--- src/rtl/sys_defs.sv ---
// Shared definitions for the miss-status holding register file and the
// cache-to-load-buffer fill path.
package sys_defs;

   localparam int MSHR_SZ_DEF   = 4;
   localparam int MEM_TAG_W_DEF = 4;
   localparam int BLK_W         = 29;

   typedef logic [$clog2(MSHR_SZ_DEF)-1:0] MSHR_IDX;

   typedef enum logic [1:0] {
      MSHR_FREE       = 2'd0,
      MSHR_WAIT_ISSUE = 2'd1,
      MSHR_WAIT_DATA  = 2'd2
   } MSHR_STATE;

   typedef struct packed {
      MSHR_STATE        state;
      logic [BLK_W-1:0] blk_addr;
   } MSHR_ENTRY;

   // Fill packet broadcast from the cache side to the load buffer
   typedef struct packed {
      logic        valid;
      MSHR_IDX     mshr_idx;
      logic [63:0] data;
   } FILL_PKT;

endpackage

--- src/rtl/psel_gen.sv ---
// Priority selector: grants up to REQS requests, lowest index first,
// one WIDTH-bit one-hot grant slice per request slot.
module psel_gen #(
   parameter int WIDTH = 4,
   parameter int REQS  = 1
) (
   input  logic [WIDTH-1:0]      i_req,
   output logic [WIDTH*REQS-1:0] o_gnt,
   output logic                  o_empty
);

   logic [WIDTH-1:0] w_rem;
   logic             w_taken;

   // Successive lowest-index grants, removing each granted request
   always_comb begin
      w_rem   = i_req;
      o_gnt   = '0;
      w_taken = 1'b0;
      for (int r = 0; r < REQS; r++) begin
         w_taken = 1'b0;
         for (int i = 0; i < WIDTH; i++) begin
            if (w_rem[i] && !w_taken) begin
               o_gnt[r*WIDTH+i] = 1'b1;
               w_rem[i]         = 1'b0;
               w_taken          = 1'b1;
            end else begin
               w_taken = w_taken;
            end
         end
      end
   end

   assign o_empty = ~|i_req;

endmodule

--- src/rtl/mshr_file.sv ---
// Miss-status holding register file: merges/allocates data-cache misses,
// issues block reads to memory and broadcasts registered fills.
module mshr_file
   import sys_defs::*;
#(
   parameter  int MSHR_SZ   = MSHR_SZ_DEF,
   parameter  int MEM_TAG_W = MEM_TAG_W_DEF,
   localparam int IDX_W     = $clog2(MSHR_SZ)
) (
   input  logic                 clock,
   input  logic                 reset,
   input  logic                 miss_valid,
   input  logic [31:0]          miss_addr,
   output logic                 miss_ready,
   output logic [IDX_W-1:0]     miss_mshr_idx,
   output logic                 mem_req_valid,
   output logic [31:0]          mem_req_addr,
   input  logic [MEM_TAG_W-1:0] mem_req_tag,
   input  logic [MEM_TAG_W-1:0] mem_data_tag,
   input  logic [63:0]          mem_data,
   output logic                 fill_valid,
   output logic [IDX_W-1:0]     fill_mshr_idx,
   output logic [31:0]          fill_addr,
   output logic [63:0]          fill_data
);

   MSHR_ENTRY            r_ent [MSHR_SZ];
   logic [MEM_TAG_W-1:0] r_tag [MSHR_SZ];
   logic                 r_fill_valid;
   logic [IDX_W-1:0]     r_fill_idx;
   logic [31:0]          r_fill_addr;
   logic [63:0]          r_fill_data;

   logic [BLK_W-1:0]   w_miss_blk;
   logic [MSHR_SZ-1:0] w_hit_vec;
   logic [MSHR_SZ-1:0] w_free_vec;
   logic [MSHR_SZ-1:0] w_iss_vec;
   logic [MSHR_SZ-1:0] w_resp_vec;
   logic [MSHR_SZ-1:0] w_free_gnt;
   logic [MSHR_SZ-1:0] w_iss_gnt;
   logic               w_no_free;
   logic               w_no_iss;
   logic               w_hit;
   logic               w_alloc;
   logic               w_issue_acc;
   logic               w_resp;
   logic [IDX_W-1:0]   w_hit_idx;
   logic [IDX_W-1:0]   w_free_idx;
   logic [IDX_W-1:0]   w_iss_idx;
   logic [IDX_W-1:0]   w_resp_idx;
   logic               w_unused_ok;

   function automatic logic [IDX_W-1:0] lowest_idx(input logic [MSHR_SZ-1:0] vec);
      logic [IDX_W-1:0] idx;
      idx = '0;
      for (int i = MSHR_SZ - 1; i >= 0; i--) begin
         if (vec[i]) begin
            idx = IDX_W'(i);
         end
      end
      return idx;
   endfunction

   assign w_miss_blk  = miss_addr[31:3];
   assign w_unused_ok = ^miss_addr[2:0];

   // Per-entry match and state-class vectors from the pre-edge state
   always_comb begin
      w_hit_vec  = '0;
      w_free_vec = '0;
      w_iss_vec  = '0;
      w_resp_vec = '0;
      for (int i = 0; i < MSHR_SZ; i++) begin
         w_free_vec[i] = (r_ent[i].state == MSHR_FREE);
         w_iss_vec[i]  = (r_ent[i].state == MSHR_WAIT_ISSUE);
         w_hit_vec[i]  = miss_valid && (r_ent[i].state != MSHR_FREE) &&
                         (r_ent[i].blk_addr == w_miss_blk);
         w_resp_vec[i] = (mem_data_tag != '0) && (r_ent[i].state == MSHR_WAIT_DATA) &&
                         (r_tag[i] == mem_data_tag);
      end
   end

   psel_gen #(.WIDTH(MSHR_SZ), .REQS(1)) u_free_sel (
      .i_req   (w_free_vec),
      .o_gnt   (w_free_gnt),
      .o_empty (w_no_free)
   );

   psel_gen #(.WIDTH(MSHR_SZ), .REQS(1)) u_iss_sel (
      .i_req   (w_iss_vec),
      .o_gnt   (w_iss_gnt),
      .o_empty (w_no_iss)
   );

   assign w_hit       = |w_hit_vec;
   assign w_hit_idx   = lowest_idx(w_hit_vec);
   assign w_free_idx  = lowest_idx(w_free_gnt);
   assign w_iss_idx   = lowest_idx(w_iss_gnt);
   assign w_resp      = |w_resp_vec;
   assign w_resp_idx  = lowest_idx(w_resp_vec);
   // Merging wins over allocation so a block never occupies two entries
   assign w_alloc     = miss_valid && !w_hit && !w_no_free;
   assign w_issue_acc = !w_no_iss && (mem_req_tag != '0);

   assign miss_ready    = w_hit || w_alloc;
   assign miss_mshr_idx = w_hit ? w_hit_idx : w_free_idx;
   assign mem_req_valid = !w_no_iss;
   assign mem_req_addr  = {r_ent[w_iss_idx].blk_addr, 3'b000};

   // Entry lifecycle: allocate, issue and complete on distinct entries in one edge
   always_ff @(posedge clock) begin
      if (reset) begin
         for (int i = 0; i < MSHR_SZ; i++) begin
            r_ent[i].state    <= MSHR_FREE;
            r_ent[i].blk_addr <= '0;
            r_tag[i]          <= '0;
         end
      end else begin
         for (int i = 0; i < MSHR_SZ; i++) begin
            if (w_alloc && w_free_gnt[i]) begin
               r_ent[i].state    <= MSHR_WAIT_ISSUE;
               r_ent[i].blk_addr <= w_miss_blk;
            end else if (w_issue_acc && w_iss_gnt[i]) begin
               r_ent[i].state <= MSHR_WAIT_DATA;
               r_tag[i]       <= mem_req_tag;
            end else if (w_resp && (w_resp_idx == IDX_W'(i))) begin
               r_ent[i].state <= MSHR_FREE;
               r_tag[i]       <= '0;
            end else begin
               r_ent[i] <= r_ent[i];
               r_tag[i] <= r_tag[i];
            end
         end
      end
   end

   // Registered fill broadcast, one cycle after the matching data tag
   always_ff @(posedge clock) begin
      if (reset) begin
         r_fill_valid <= 1'b0;
         r_fill_idx   <= '0;
         r_fill_addr  <= 32'd0;
         r_fill_data  <= 64'd0;
      end else begin
         r_fill_valid <= w_resp;
         if (w_resp) begin
            r_fill_idx  <= w_resp_idx;
            r_fill_addr <= {r_ent[w_resp_idx].blk_addr, 3'b000};
            r_fill_data <= mem_data;
         end else begin
            r_fill_idx  <= r_fill_idx;
            r_fill_addr <= r_fill_addr;
            r_fill_data <= r_fill_data;
         end
      end
   end

   assign fill_valid    = r_fill_valid;
   assign fill_mshr_idx = r_fill_idx;
   assign fill_addr     = r_fill_addr;
   assign fill_data     = r_fill_data;

endmodule

--- config.mk ---
export PLATFORM = sky130hd
export DESIGN_NAME = mshr_file
export DESIGN_NICKNAME = d
export VERILOG_FILES = /design/src/rtl/sys_defs.sv /design/src/rtl/psel_gen.sv /design/src/rtl/mshr_file.sv
export SDC_FILE = /design/constraint.sdc
export NUM_CORES = 1
export LEC_CHECK = 0
export CELL_PAD_IN_SITES_DETAIL_PLACEMENT = 1
export CELL_PAD_IN_SITES_GLOBAL_PLACEMENT = 1
export CORE_MARGIN = 2
export CORE_UTILIZATION = 43
export DETAILED_ROUTE_END_ITERATION = 7
export PLACE_DENSITY_LB_ADDON = 0.1
export SLEW_MARGIN = 20
export SYNTH_ARGS = -nofsm -noshare
export SYNTH_HDL_FRONTEND = slang
export SYNTH_SLANG_ARGS = --single-unit
--- constraint.sdc ---
create_clock -name clock -period 8 [get_ports clock]
set_clock_uncertainty 0.05 [all_clocks]
set_input_delay 2.4 -clock clock [delete_from_list [all_inputs] [get_ports clock]]
set_output_delay 2.4 -clock clock [all_outputs]
set_load 0.01 [all_outputs]
==> impl_results.md, run 1 <==
* Status: complete, no violations
* GR Util met2 at 47.3%
* Post-synth EDFFs at 138
* Post_cts resized at 0
* Starting Density at 43.5%
* Total track usage at 29.1%
* Clock sinks at 236
* Synth Cell Area at 12,000 µm²
* CTS max path bufs at 3
* Min Tclk post-route at 7.81 ns
* Skew-Pair Late Insertion Delay at 0.55 ns
* Seq/Total Area, Yosys at 50.8%
* Vias in the first global route at 10,500
* Post-DRT Antenna Nets at 0
* Pre-CTS setup slack at 0.231 ns
* P_leak at 5.56 nW
* Filler cells at 2,960
* CTS root buf: clkbuf_16
* Placer congestion estimate at 0.864
* DPL Wire Length at 27,500 µm
* FF-to-FF path depth at 7
* Grt met3 use at 7.71%
* Via Count at 10,100
* FMAX at 0.128 GHz
* Max_slew headroom at 32.2%
* Final setup viols at 0
* Synthesized flop and latch total at 236
* Max cap viols at 0
* Setup CP Type: primary input to output port
* Worst endpoint data arrival time at 5.36 ns
* Routed wire length at 42,800 µm
* Wire length of the first global-routing pass at 63,900 µm
* Worst setup margin at 0.194 ns
* Slew @ Worst Pin at 1.02 ns
* VDD IR max at 0.119 mV
* Unique masters post-synth at 52
* Die Y at 171 µm
* Hold Path Depth at 1
* Worst hold path type: flop to flop
* Via density at 5.79
* Worst EP required at 5.55 ns
* Yosys warning count at 0
* Fin crit share at 97.6%
* Clock transition at path regs at 0.06 ns
* I/O pins at 242
* Syn_area_per_cell at 10.3 µm²
* Diodes inserted at 0
* DRC errors left at 0
* Post-Syn Instances at 1,162
* Initial antenna violation count at 1
* Placeable core area at 27,600 µm²
* Synth-to-Final Area Change at 29.6%
* GRT overflow at 0
* Setup_tns at 0 ns
* Largest net degree at the start of global routing at 86
* Post-synth ARST share at 0%
* Drt first-iter violations at 887
* Hold_buf cts at 0
* Drt pass-1 iters at 7
* Critical Path End Type: output port
* Top_reg_cell synth: edfxtp_1
* Power Density at 236 nW/µm²
* Met1 Use GR at 37.7%
* Post-CTS Setup Inserts at 0
* Top Usage Layer GRT: met2
* Fin. max-slew vios at 0
* Layout Utilization at 56.4%
* Layout Nets at 1,455
* Cts bufs inserted at 28
* Share of layout cells above drive strength 1 at 7.23%
* Die footprint at 29,300 µm²
* Die X-Extent at 171 µm
* TritonCTS clock tree: yes
* H-tree depth at 1
* RSZ-0062 raised after global routing: false
* Cell row count at 61
* Input/output buffers at 232
* Fin. Hold Viols at 0
* Worst Path Max Fanout at 7
* WL/cell at 24.5 µm
* Crit start category: primary input
-- cell usage after synthesis, drive strengths merged (2+ instances only) --
cell type | number | area, µm²
edfxtp | 138 | 4140
nand2 | 107 | 402
nor2 | 106 | 398
dfxtp | 98 | 1960
clkbuf | 78 | 294
xor2 | 69 | 604
and2 | 66 | 413
mux2i | 64 | 641
xnor2 | 57 | 499
nand4 | 47 | 294
buf | 39 | 235
and3 | 34 | 213
nor2b | 33 | 206
a31oi | 30 | 188
a211oi | 29 | 218
a221o | 28 | 280
a311oi | 28 | 245
nor4 | 23 | 159
a21oi | 15 | 75.1
inv | 11 | 41.3
o21ai | 8 | 43.8
nand3 | 6 | 42.5
nor3 | 6 | 30.0
a21boi | 5 | 48.8
a21o | 4 | 30.0
nand2b | 4 | 25.0
nand4b | 4 | 35.0
o21a | 3 | 22.5
a2111oi | 2 | 55.1
a222oi | 2 | 20.0
nand3b | 2 | 15.0
nor3b | 2 | 15.0
nor4b | 2 | 17.5
o221a | 2 | 22.5
-- area by class of cell --
class / instances / area (µm²) / area share [%]
clock buffers: 42 / 855 / 5.49
clock inverters: 10 / 121 / 0.779
inverters: 11 / 41.3 / 0.265
multi-input cells: 803 / 5390 / 34.6
flip-flops and latches: 236 / 6110 / 39.2
well taps: 378 / 473 / 3.04
repair buffers: 268 / 2590 / 16.6
-- sequential cells by signal (all words and copies together) (netlist names) --
register and flops:
fill_mshr_idx 2, fill_addr 29, fill_data 64, r_tag 16
fill_valid 1, r_ent 124
-- critical path: stages --
cell,delay (ns)
clkdlybuf4s50_1,0.58
xor2_1,0.27
nor4_1,0.40
nand4_1,0.22
nor4_1,0.47
o21ai_0,0.13
a21boi_0,0.26
clkdlybuf4s50_1,0.61
-- cells by family (layout without fill, tap and decap cells) --
logic type / Yosys count / count (layout) / share of synthesized area (%)
buffers and inverters: 128 / 331 / 4.75
AND/OR/NAND/NOR: 446 / 446 / 19.2
XOR/XNOR: 126 / 126 / 9.18
AO/OA/AOI/OAI: 161 / 161 / 10.7
multiplexers: 64 / 64 / 5.33
flip-flops: 236 / 236 / 50.8
other: 1 / 6 / 0.0312
-- per-layer routing --
layer,share of wire (%),vias up
met3,9.4,82
met4,2.7,2
met2,47,460
li1,-,4550
met1,41,5025
met5,0.030,-
-- stage by stage --
stage	total power, mW	hold WS (ns)	instance area (µm²)	instances
2_1_floorplan	1.92	0.450	12000	1167
6_report	3.68	0.426	15600	1748
4_1_cts	3.69	0.424	15600	1748
3_3_place_gp	2.33	0.410	14600	1696
3_5_place_dp	2.34	0.408	14600	1696
5_1_grt	3.81	0.449	15600	1748
-- layout by cell type, fill, tap and decap left out, drive strengths merged, types with 42 or more instances in the layout --
master and n:
clkbuf 42, clkdlybuf4s50 231, mux2i 64, edfxtp 138
nand2 107, nor2 106, nand4 47, xnor2 57
and2 66, dfxtp 98, xor2 69
-- power by group --
group          switching [mW]  internal (mW)  leakage (nW)
registers              0.0769           1.40          2.22
clock network           0.514          0.828         0.484
logic                   0.490          0.371          2.86
total                    1.08           2.60          5.56
-- path summary, 6_finish.rpt --
kind                                       from                            end  slack, ns
setup reg to reg     r_ent[1][22]$_SDFFCE_PN0P_     r_ent[2][27]$_SDFFCE_PN0P_       4.65
setup / recovery                  miss_addr[14]               miss_mshr_idx[0]       0.19
hold reg to reg   fill_mshr_idx[1]$_SDFFE_PP0P_  fill_mshr_idx[1]$_SDFFE_PP0P_       0.43
hold / removal    fill_mshr_idx[1]$_SDFFE_PP0P_  fill_mshr_idx[1]$_SDFFE_PP0P_       0.43
Power figures use the tool's default switching activity.
==> run 2: changes to the inputs <==
Settings changed: GPL_TIMING_DRIVEN from default to 0.
==> run 2 against run 1 <==
  * Hold slack worse by 0.0055 ns
  * Cell count rose by 2.9%
  * Combinational power grew 3.4%
  * Non-clock buffer count increased by 53
  * Die area did not move
  * Sequential share of layout area hardly changed
  * Final area barely moved
  * Via count rose by 5.6%
  * Clock power barely moved
  * Sequential power hardly changed
  * Utilization hardly changed
  * Critical endpoint is now miss_ready
  * Highest routed layer unchanged
==> impl_results.md, run 2 (same netlist as run 1, synthesis figures left out) <==
* DP Cell Count at 1,749
* CTS max path bufs at 3
* GRT overflow at 0
* CTS root buf: clkbuf_16
* Worst EP required at 5.55 ns
* Power Density at 237 nW/µm²
* Slew @ Worst Pin at 1.02 ns
* Fin. Hold Viols at 0
* Largest register by flop count: r_ent
* Layout Nets at 1,507
* Die X-Extent at 171 µm
* Min Tclk post-route at 7.90 ns
* VDD IR max at 0.151 mV
* Die Y at 171 µm
* DPL Wire Length at 33,400 µm
* Cell row count at 61
* Most frequent CP cell: nand2_1
* Max FFs per register at 124
* Max cap viols at 0
* Cell Area, Placed at 14,600 µm²
* Die footprint at 29,300 µm²
* Hold_buf cts at 0
* FMAX at 0.127 GHz
* Worst hold path type: flop to flop
* Initial antenna violation count at 1
* Cell area after layout at 15,600 µm²
* Worst stage delay on the critical path at 0.66 ns
* Fin crit share at 98.8%
* I/O pins at 242
* Placeable core area at 27,600 µm²
* Via Count at 10,700
* Total track usage at 31.1%
* Total power at 3.70 mW
* Drt pass-1 iters at 8
* Placer congestion estimate at 0.999
* Post_cts resized at 0
* Final instance count without filler cells at 1,799
* Diodes inserted at 0
* Fin. max-slew vios at 0
* Crit start category: primary input
* Max_slew headroom at 31.4%
* Layout Utilization at 56.4%
* Setup_tns at 0 ns
* Wire length of the first global-routing pass at 67,700 µm
* Commonest non-fill, non-tap cell in the layout: clkdlybuf4s50_1
* Via density at 5.94
* Worst Path Max Fanout at 10
* Starting Density at 43.5%
* Status: complete, no violations
* Clock sinks at 236
* Input/output buffers at 200
* Vias in the first global route at 10,800
* Worst endpoint data arrival time at 5.45 ns
* Clock transition at path regs at 0.06 ns
* Top delay family on crit path: simple AND/OR/NAND/NOR gates
* Largest net degree at the start of global routing at 19
* Skew-Pair Late Insertion Delay at 0.55 ns
* Cts bufs inserted at 27
* Drt first-iter violations at 1,090
* TritonCTS clock tree: yes
* CP cell instances: clkbuf_1, xor2_1, nor4_1, nand2_1, or4_1, and4b_1, buf_2, buf_4, nand2_1, clkdlybuf4s50_1
* Routed wire length at 45,900 µm
* RSZ-0062 raised after global routing: false
* WP buf/inv at 4
* Final setup viols at 0
* Synth-to-Final Area Change at 29.6%
* Setup CP Type: primary input to output port
* Post-CTS Setup Inserts at 0
* Critical Path End Type: output port
* WL/cell at 25.5 µm
* CP max-delay cell: or4_1
* H-tree depth at 1
* Share of layout cells above drive strength 1 at 6.26%
* Most frequent cells in the layout: clkdlybuf4s50_1, edfxtp_1, nand2_1, nor2_1, dfxtp_1
* Post-DRT Antenna Nets at 0
* DRC errors left at 0
* P_leak at 5.54 nW
## run 2: cell count changes in the layout (fill, tap and decap cells not counted), moves of 3 or more
| cell | before | now |
|---|---|---|
| clkbuf_8 | 8 | 4 |
| buf_4 | 37 | 16 |
| clkdlybuf4s50_1 | 231 | 200 |
| buf_1 | 0 | 10 |
| buf_16 | 0 | 3 |
| buf_2 | 0 | 11 |
| clkbuf_1 | 5 | 82 |
## run 2: cell type report
cell class              instances  area, µm²
clock inverters                14        195
multi-input cells             803       5380
repair buffers                204       2100
flip-flops and latches        236       6110
clock buffers                  36        749
fillers                      3010      12000
plain buffers                 117        529
inverters                      11       41.3
well taps                     378        473
## run 2: per-layer routing
layer	vias to the layer above	track usage, %	wire length, µm
met4	2	13.5	2010
met3	120	7.16	4340
met5	-	0	11
met2	614	50.7	21200
met1	5289	39.7	18300
li1	4657	-	-
## run 2: metrics by stage
stage	hold WS [ns]	setup slack (ns)
after floorplan	0.450	1.33
after CTS	0.424	0.192
after global routing	0.440	0.0419
final	0.420	0.0974
after global placement	0.405	0.281
after detailed placement	0.408	0.261
## run 2: power by group
| group | leakage, nW | switching, mW | total, mW | internal (mW) |
|---|---|---|---|---|
| sequential | 2.22 | 0.0800 | 1.48 | 1.40 |
| combinational | 2.85 | 0.518 | 0.890 | 0.372 |
| clock | 0.467 | 0.517 | 1.33 | 0.816 |
| total | 5.54 | 1.12 | 3.70 | 2.58 |
## run 2: final timing paths
kind,cells after the start,startpoint,slack [ns],endpoint
max reg2reg,7,r_tag[1][2]$_SDFFCE_PP0P_,4.53,r_ent[2][30]$_SDFFCE_PP0P_
min,1,fill_mshr_idx[1]$_SDFFE_PP0P_,0.42,fill_mshr_idx[1]$_SDFFE_PP0P_
max,10,miss_addr[25],0.1,miss_ready
min reg2reg,1,fill_mshr_idx[1]$_SDFFE_PP0P_,0.42,fill_mshr_idx[1]$_SDFFE_PP0P_
==> run 3: changes to the inputs <==
Settings changed: CORE_UTILIZATION 43 to 53, DONT_BUFFER_PORTS from default to 1.
==> run 3 against run 2 <==
  * Via count shrank 7.6%
  * Total power shrank 7.9%
  * Worst setup slack gained 0.63 ns
  * Die area shrank 18%
  * Wire length shrank 5.9%
  * Sequential share of layout area grew 6.4 points
  * Cell count shrank 16%
  * Critical path depth shrank 1
  * Largest power group unchanged
==> impl_results.md, run 3 (same netlist as run 1, synthesis figures left out) <==
* Cell row count at 55
* Final setup viols at 0
* RSZ-0062 raised after global routing: false
* Die X-Extent at 155 µm
* Area of the multi-input gates at 5380 µm²
* Post_cts resized at 0
* Via density at 6.57
* Min Tclk post-route at 7.27 ns
* Worst hold path type: flop to flop
* Setup_tns at 0 ns
* Critical Path End Type: output port
* Max cap viols at 0
* Max_slew headroom at 26.5%
* Worst setup margin at 0.729 ns
* Worst stage delay on the critical path at 0.48 ns
* Worst EP required at 5.55 ns
* Setup CP Type: primary input to output port
* Die Y at 155 µm
* Status: complete, no violations
* Final instance count without filler cells at 1,503
* P_leak at 4.77 nW
* Synth-to-Final Area Change at 11.5%
* GRT overflow at 0
* TritonCTS clock tree: yes
* DP Cell Count at 1,456
* Post-DRT Antenna Nets at 0
* FF-to-FF path depth at 7
* VDD IR max at 0.163 mV
* WL/cell at 28.8 µm
* CTS root buf: clkbuf_16
* CP max-delay cell: nor4_1
* R2R Setup Slk at 4.50 ns
* CTS max path bufs at 3
* Worst Path Max Fanout at 10
* Fin crit share at 90.9%
* H-tree depth at 1
* Routed wire length at 43,200 µm
* Initial antenna violation count at 2
* Most frequent CP cell: nand4_1
* Most frequent cells in the layout: edfxtp_1, nand2_1, nor2_1, dfxtp_1, clkbuf_1
* Drt pass-1 iters at 6
* Largest register by flop count: r_ent
* Critical path depth in cells at 9
* Hold Path Depth at 2
* Clock transition at path regs at 0.06 ns
* Register area at 6110 µm²
* CP cell instances: clkbuf_1, xnor2_1, nand4_1, nor4_1, nand4_1, and4b_1, buf_2, buf_4, nand2_1
* Max FFs per register at 124
* Power Density at 254 nW/µm²
* Placer congestion estimate at 0.964
* Layout Nets at 1,305
* Die footprint at 23,900 µm²
* Slew @ Worst Pin at 1.09 ns
* Top delay family on crit path: simple AND/OR/NAND/NOR gates
* Drt first-iter violations at 1,004
* Fin. max-slew vios at 0
* Total track usage at 35.7%
* Vias in the first global route at 10,200
* Worst reg2reg path startpoint: r_tag[1][2]$_SDFFCE_PP0P_
* Post-CTS Setup Inserts at 0
* Pre-CTS setup slack at 0.797 ns
* Via Count at 9,874
* Fin. Hold Viols at 0
* Worst endpoint data arrival time at 4.82 ns
* Filler cells at 2,442
* FMAX at 0.138 GHz
* DRC errors left at 0
* Clock sinks at 236
* Hold_buf cts at 0
* Share of layout cells above drive strength 1 at 7.40%
* Wire length of the first global-routing pass at 64,000 µm
* Cts bufs inserted at 25
* Crit path capture: miss_ready
* Largest net degree at the start of global routing at 19
* Reg-to-reg critical path endpoint: r_ent[2][30]$_SDFFCE_PP0P_
* I/O pins at 242
* Placeable core area at 22,400 µm²
* Commonest non-fill, non-tap cell in the layout: edfxtp_1
* DPL Wire Length at 31,300 µm
* Starting Density at 53.6%
* Input/output buffers at 0
* Crit start category: primary input
* Critical path origin: miss_addr[16]
* Skew-Pair Late Insertion Delay at 0.54 ns
* WP buf/inv at 3
==> run 3: layer usage <==
metal | global-route usage [%] | vias up | wire length (µm)
li1 | - | 4246 | -
met5 | 0 | - | 13
met4 | 12.7 | 2 | 1710
met3 | 9.25 | 121 | 4590
met1 | 45.2 | 4929 | 16600
met2 | 59.5 | 576 | 20300
==> run 3: cell type report <==
cell class,count,area share [%]
repair buffers,4,0.766
clock inverters,14,1.02
multi-input cells,803,40.2
well taps,285,2.66
plain buffers,117,3.95
inverters,11,0.308
clock buffers,32,5.56
flip-flops and latches,236,45.6
diodes,1,0.0187
==> run 3: worst reg2reg max path, delay by kind of cell (launching register included) <==
kind                      cells  cell delay [ns]
buffers and inverters         1             0.58
DFF                           1             0.38
and+or+nand+nor               2             0.72
AOI/OAI and AO/OA             3             1.31
xor gates and xnor gates      1             0.17
==> run 3: where the power goes <==
group / leakage (nW) / total [mW] / switching [mW] / internal [mW]
clock network: 0.428 / 1.24 / 0.510 / 0.726
logic: 2.12 / 0.680 / 0.471 / 0.209
registers: 2.22 / 1.49 / 0.0969 / 1.40
==> run 3: through the flow <==
step | instance area [µm²] | hold slack (ns) | utilization, % | power, mW
floorplan | 12000 | 0.450 | - | 1.92
global placement | 12400 | 0.487 | 55.2 | 2.15
detailed placement | 12500 | 0.498 | 55.8 | 2.17
CTS | 13400 | 0.511 | 59.7 | 3.39
global route | 13400 | 0.533 | 59.7 | 3.50
finish | 13400 | 0.509 | 59.7 | 3.41
==> run 3: worst min-delay path by stage <==
stage,slack (ns),endpoint,from
after global placement,0.49,fill_addr[31]$_SDFFE_PP0P_,r_ent[3][28]$_SDFFCE_PN0P_
after detailed placement,0.50,fill_addr[5]$_SDFFE_PP0P_,r_ent[3][2]$_SDFFCE_PN0P_
after floorplan,0.45,r_ent[0][30]$_SDFFE_PP0P_,r_ent[0][30]$_SDFFE_PP0P_
after CTS,0.51,fill_addr[18]$_SDFFE_PP0P_,r_ent[3][15]$_SDFFCE_PN0P_
final,0.51,fill_data[32]$_SDFFE_PP0P_,fill_data[32]$_SDFFE_PP0P_
after global routing,0.53,fill_data[42]$_SDFFE_PP0P_,fill_data[42]$_SDFFE_PP0P_
==> RTL edit (flow settings as in run 3) <==
Reset style: asynchronous (`reset`), changed in 2 clocked blocks.
--- a/src/rtl/mshr_file.sv
+++ b/src/rtl/mshr_file.sv
@@ -108,7 +108,7 @@
    assign mem_req_addr  = {r_ent[w_iss_idx].blk_addr, 3'b000};
 
    // Entry lifecycle: allocate, issue and complete on distinct entries in one edge
-   always_ff @(posedge clock) begin
+   always_ff @(posedge clock or posedge reset) begin
       if (reset) begin
          for (int i = 0; i < MSHR_SZ; i++) begin
             r_ent[i].state    <= MSHR_FREE;
@@ -135,7 +135,7 @@
    end
 
    // Registered fill broadcast, one cycle after the matching data tag
-   always_ff @(posedge clock) begin
+   always_ff @(posedge clock or posedge reset) begin
       if (reset) begin
          r_fill_valid <= 1'b0;
          r_fill_idx   <= '0;
Formal check against the unedited RTL: differs if reset is asserted again (counterexample within 4 cycles, from zero or initial values and one cycle with reset high); with reset held inactive, the same outputs for 4 cycles.
==> RTL edit against run 3 <==
- design area grew 0.96%
- critical endpoint is now miss_mshr_idx[1]
- maximum frequency rose by 1.4%
- area after synthesis increased by 1.0%
- sequential cell count unchanged
- sequential share of layout area down 1.9 points
- wire length is 7.6% lower
- worst setup slack improved by 0.10 ns
Power is not compared: it rests on default switching activity, and its combinational part moved more than twofold at a synthesized area within 25%.
==> RTL edit: results (changes against run 3) <==
- Post-synthesis xor/xnor area fraction: 9.09% (-0.093 points)
- The largest fanout on the critical path is 8 (-2).
- The count of different cell masters after synthesis is 50 (-3.8%).
- The post-route cell area was 0.0135 mm^2 (+0.96%).
* Via total after detailed routing: 9544 (-3.3%)
- Worst hold path type: flip-flop to flip-flop
- The area fraction in compound gates after synthesis is 10.7% (about the same).
- Fraction of area in registers: 43.6% (-1.9 points)
- Count of clock buffers in the final design: 38 (+19%)
* Antenna violations before repair: 2 (unchanged)
- The total iterations of the first detailed-routing run came to 5 (-1).
- The HPWL after detailed placement came to 28500 um (-8.9%).
- Result of the run: completed
* Post-synth top cells: 279 x nand2_1, 236 x dfrtp_1, 90 x mux2_2
- Number of ordinary and repair buffers in the finished layout: 111 (-8.3%)
* Share of synthesized cell area in full adder, half adder and majority cells: 0% (unchanged)
- Most area-consuming cells after synthesis: dfrtp_1 49%, nand2_1 8.6%, mux2_2 8.3%
- Largest net degree at the start of global routing: 36 (+17)
* Layout cells sized above 1: 18.0% (+11 points)
* Multi-input combinational cell area: 0.00560 mm^2 (+4.1%)
- Inverters: 13 (+2)
* Placement-stage cell area: 0.0127 mm^2 (+1.2%)
- Async set-reset flop share out of synthesis: 100% (+100 points)
- Buffer count from post-CTS setup fixing: 0 (unchanged)
* Detailed Route Iter0 Violations: 747 (-26%)
* Number of multi-input combinational cells in the layout: 863 (+7.5%)
- Synth warnings: 0 (unchanged)
- The number of buffers inserted during clock tree synthesis was 26 (+4.0%).
- The slew at the pin closest to its max-slew limit is 0.851 ns (-0.243 ns).
- The number of fill cells in the layout was 2491 (+2.0%).
- Detailed Route WL: 39900 um (-7.6%)
* Final weighted congestion of routability-driven global placement: 0.935 (-3.0%)
- The number of diodes added for antenna fixing was 2 (+1).
- Vias in the first global route: 9897 (-2.9%)
- The relative area of non-clock buffer cells in the final design was 5.52% (+0.81 points).
- The first-pass GRT wire length was 60100 um (-6.0%).
- Leading area contributor after synthesis: dfrtp_1
- The sequential fraction of the synthesis area is 48.6% (-2.2 points).
* Post-layout net count: 1358 (+4.1%)
- FF+latch count, synth: 236 (unchanged)
- The number of flops mapped to enable cells by yosys is 0 (-100%).
* Proportion of total power due to net switching: between 40% and 50%
- The number of flip-flops under the largest register name came to 124 (unchanged).
* All-Layer GR Usage: 32.7% (-3.0 points)
- Layout clock area frac: 6.35% (-0.23 points)
- Mux cell area share after synthesis: 10.8% (+5.4 points)
- Sequential cells account for between 30 and 40% of the total power.
RTL edit: metrics by stage:
step,worst slack (ns),hold WS [ns],power [uW],utilization [%],cells
detailed placement,0.955,0.443,5090,56.1,1508
floorplan,1.72,0.416,4180,-,1216
CTS,0.953,0.460,6340,59.9,1556
finish,0.832,0.464,6340,59.9,1558
global route,0.764,0.487,6700,59.9,1557
global placement,0.966,0.437,4970,55.5,1501
RTL edit: metal layers:
| layer | GRT usage (%) | wire [um] | vias up |
|---|---|---|---|
| met1 | 41.0 | 15700 | 4783 |
| met4 | 13.9 | 1900 | 0 |
| met2 | 54.8 | 19200 | 414 |
| met5 | 0 | 0 | - |
| met3 | 7.19 | 3140 | 101 |
| li1 | - | - | 4246 |
RTL edit: logic make-up after synthesis:
kind of cell,count (synthesis)
xor+xnor,126
other cells,1
simple gates,427
mux,116
buf+inv,117
compound gates,188
flops,236
RTL edit: final timing paths:
| kind | from | to | slack (ns) | cells past startpoint |
|---|---|---|---|---|
| max in group asynchronous | reset | r_ent[13]$_DFFE_PP0P_ | 5.18 | 4 |
| worst min register to register | r_tag[8]$_DFFE_PP0P_ | r_tag[8]$_DFFE_PP0P_ | 0.46 | 1 |
| worst max register to register | r_ent[96]$_DFFE_PP0N_ | r_ent[33]$_DFFE_PP0P_ | 4.80 | 8 |
| worst min-delay path | r_tag[8]$_DFFE_PP0P_ | r_tag[8]$_DFFE_PP0P_ | 0.46 | 1 |
| worst max-delay path | miss_addr[24] | miss_mshr_idx[1] | 0.83 | 7 |
| min in group asynchronous | reset | r_tag[15]$_DFFE_PP0P_ | 1.69 | 1 |
RTL edit: worst max-delay path, stage by stage:
cell	delay, ns
buf_2	0.16
xor2_1	0.21
nor4_1	0.65
nand4_1	0.18
nor4_1	0.44
nor2_1	0.11
a21boi_0	0.56
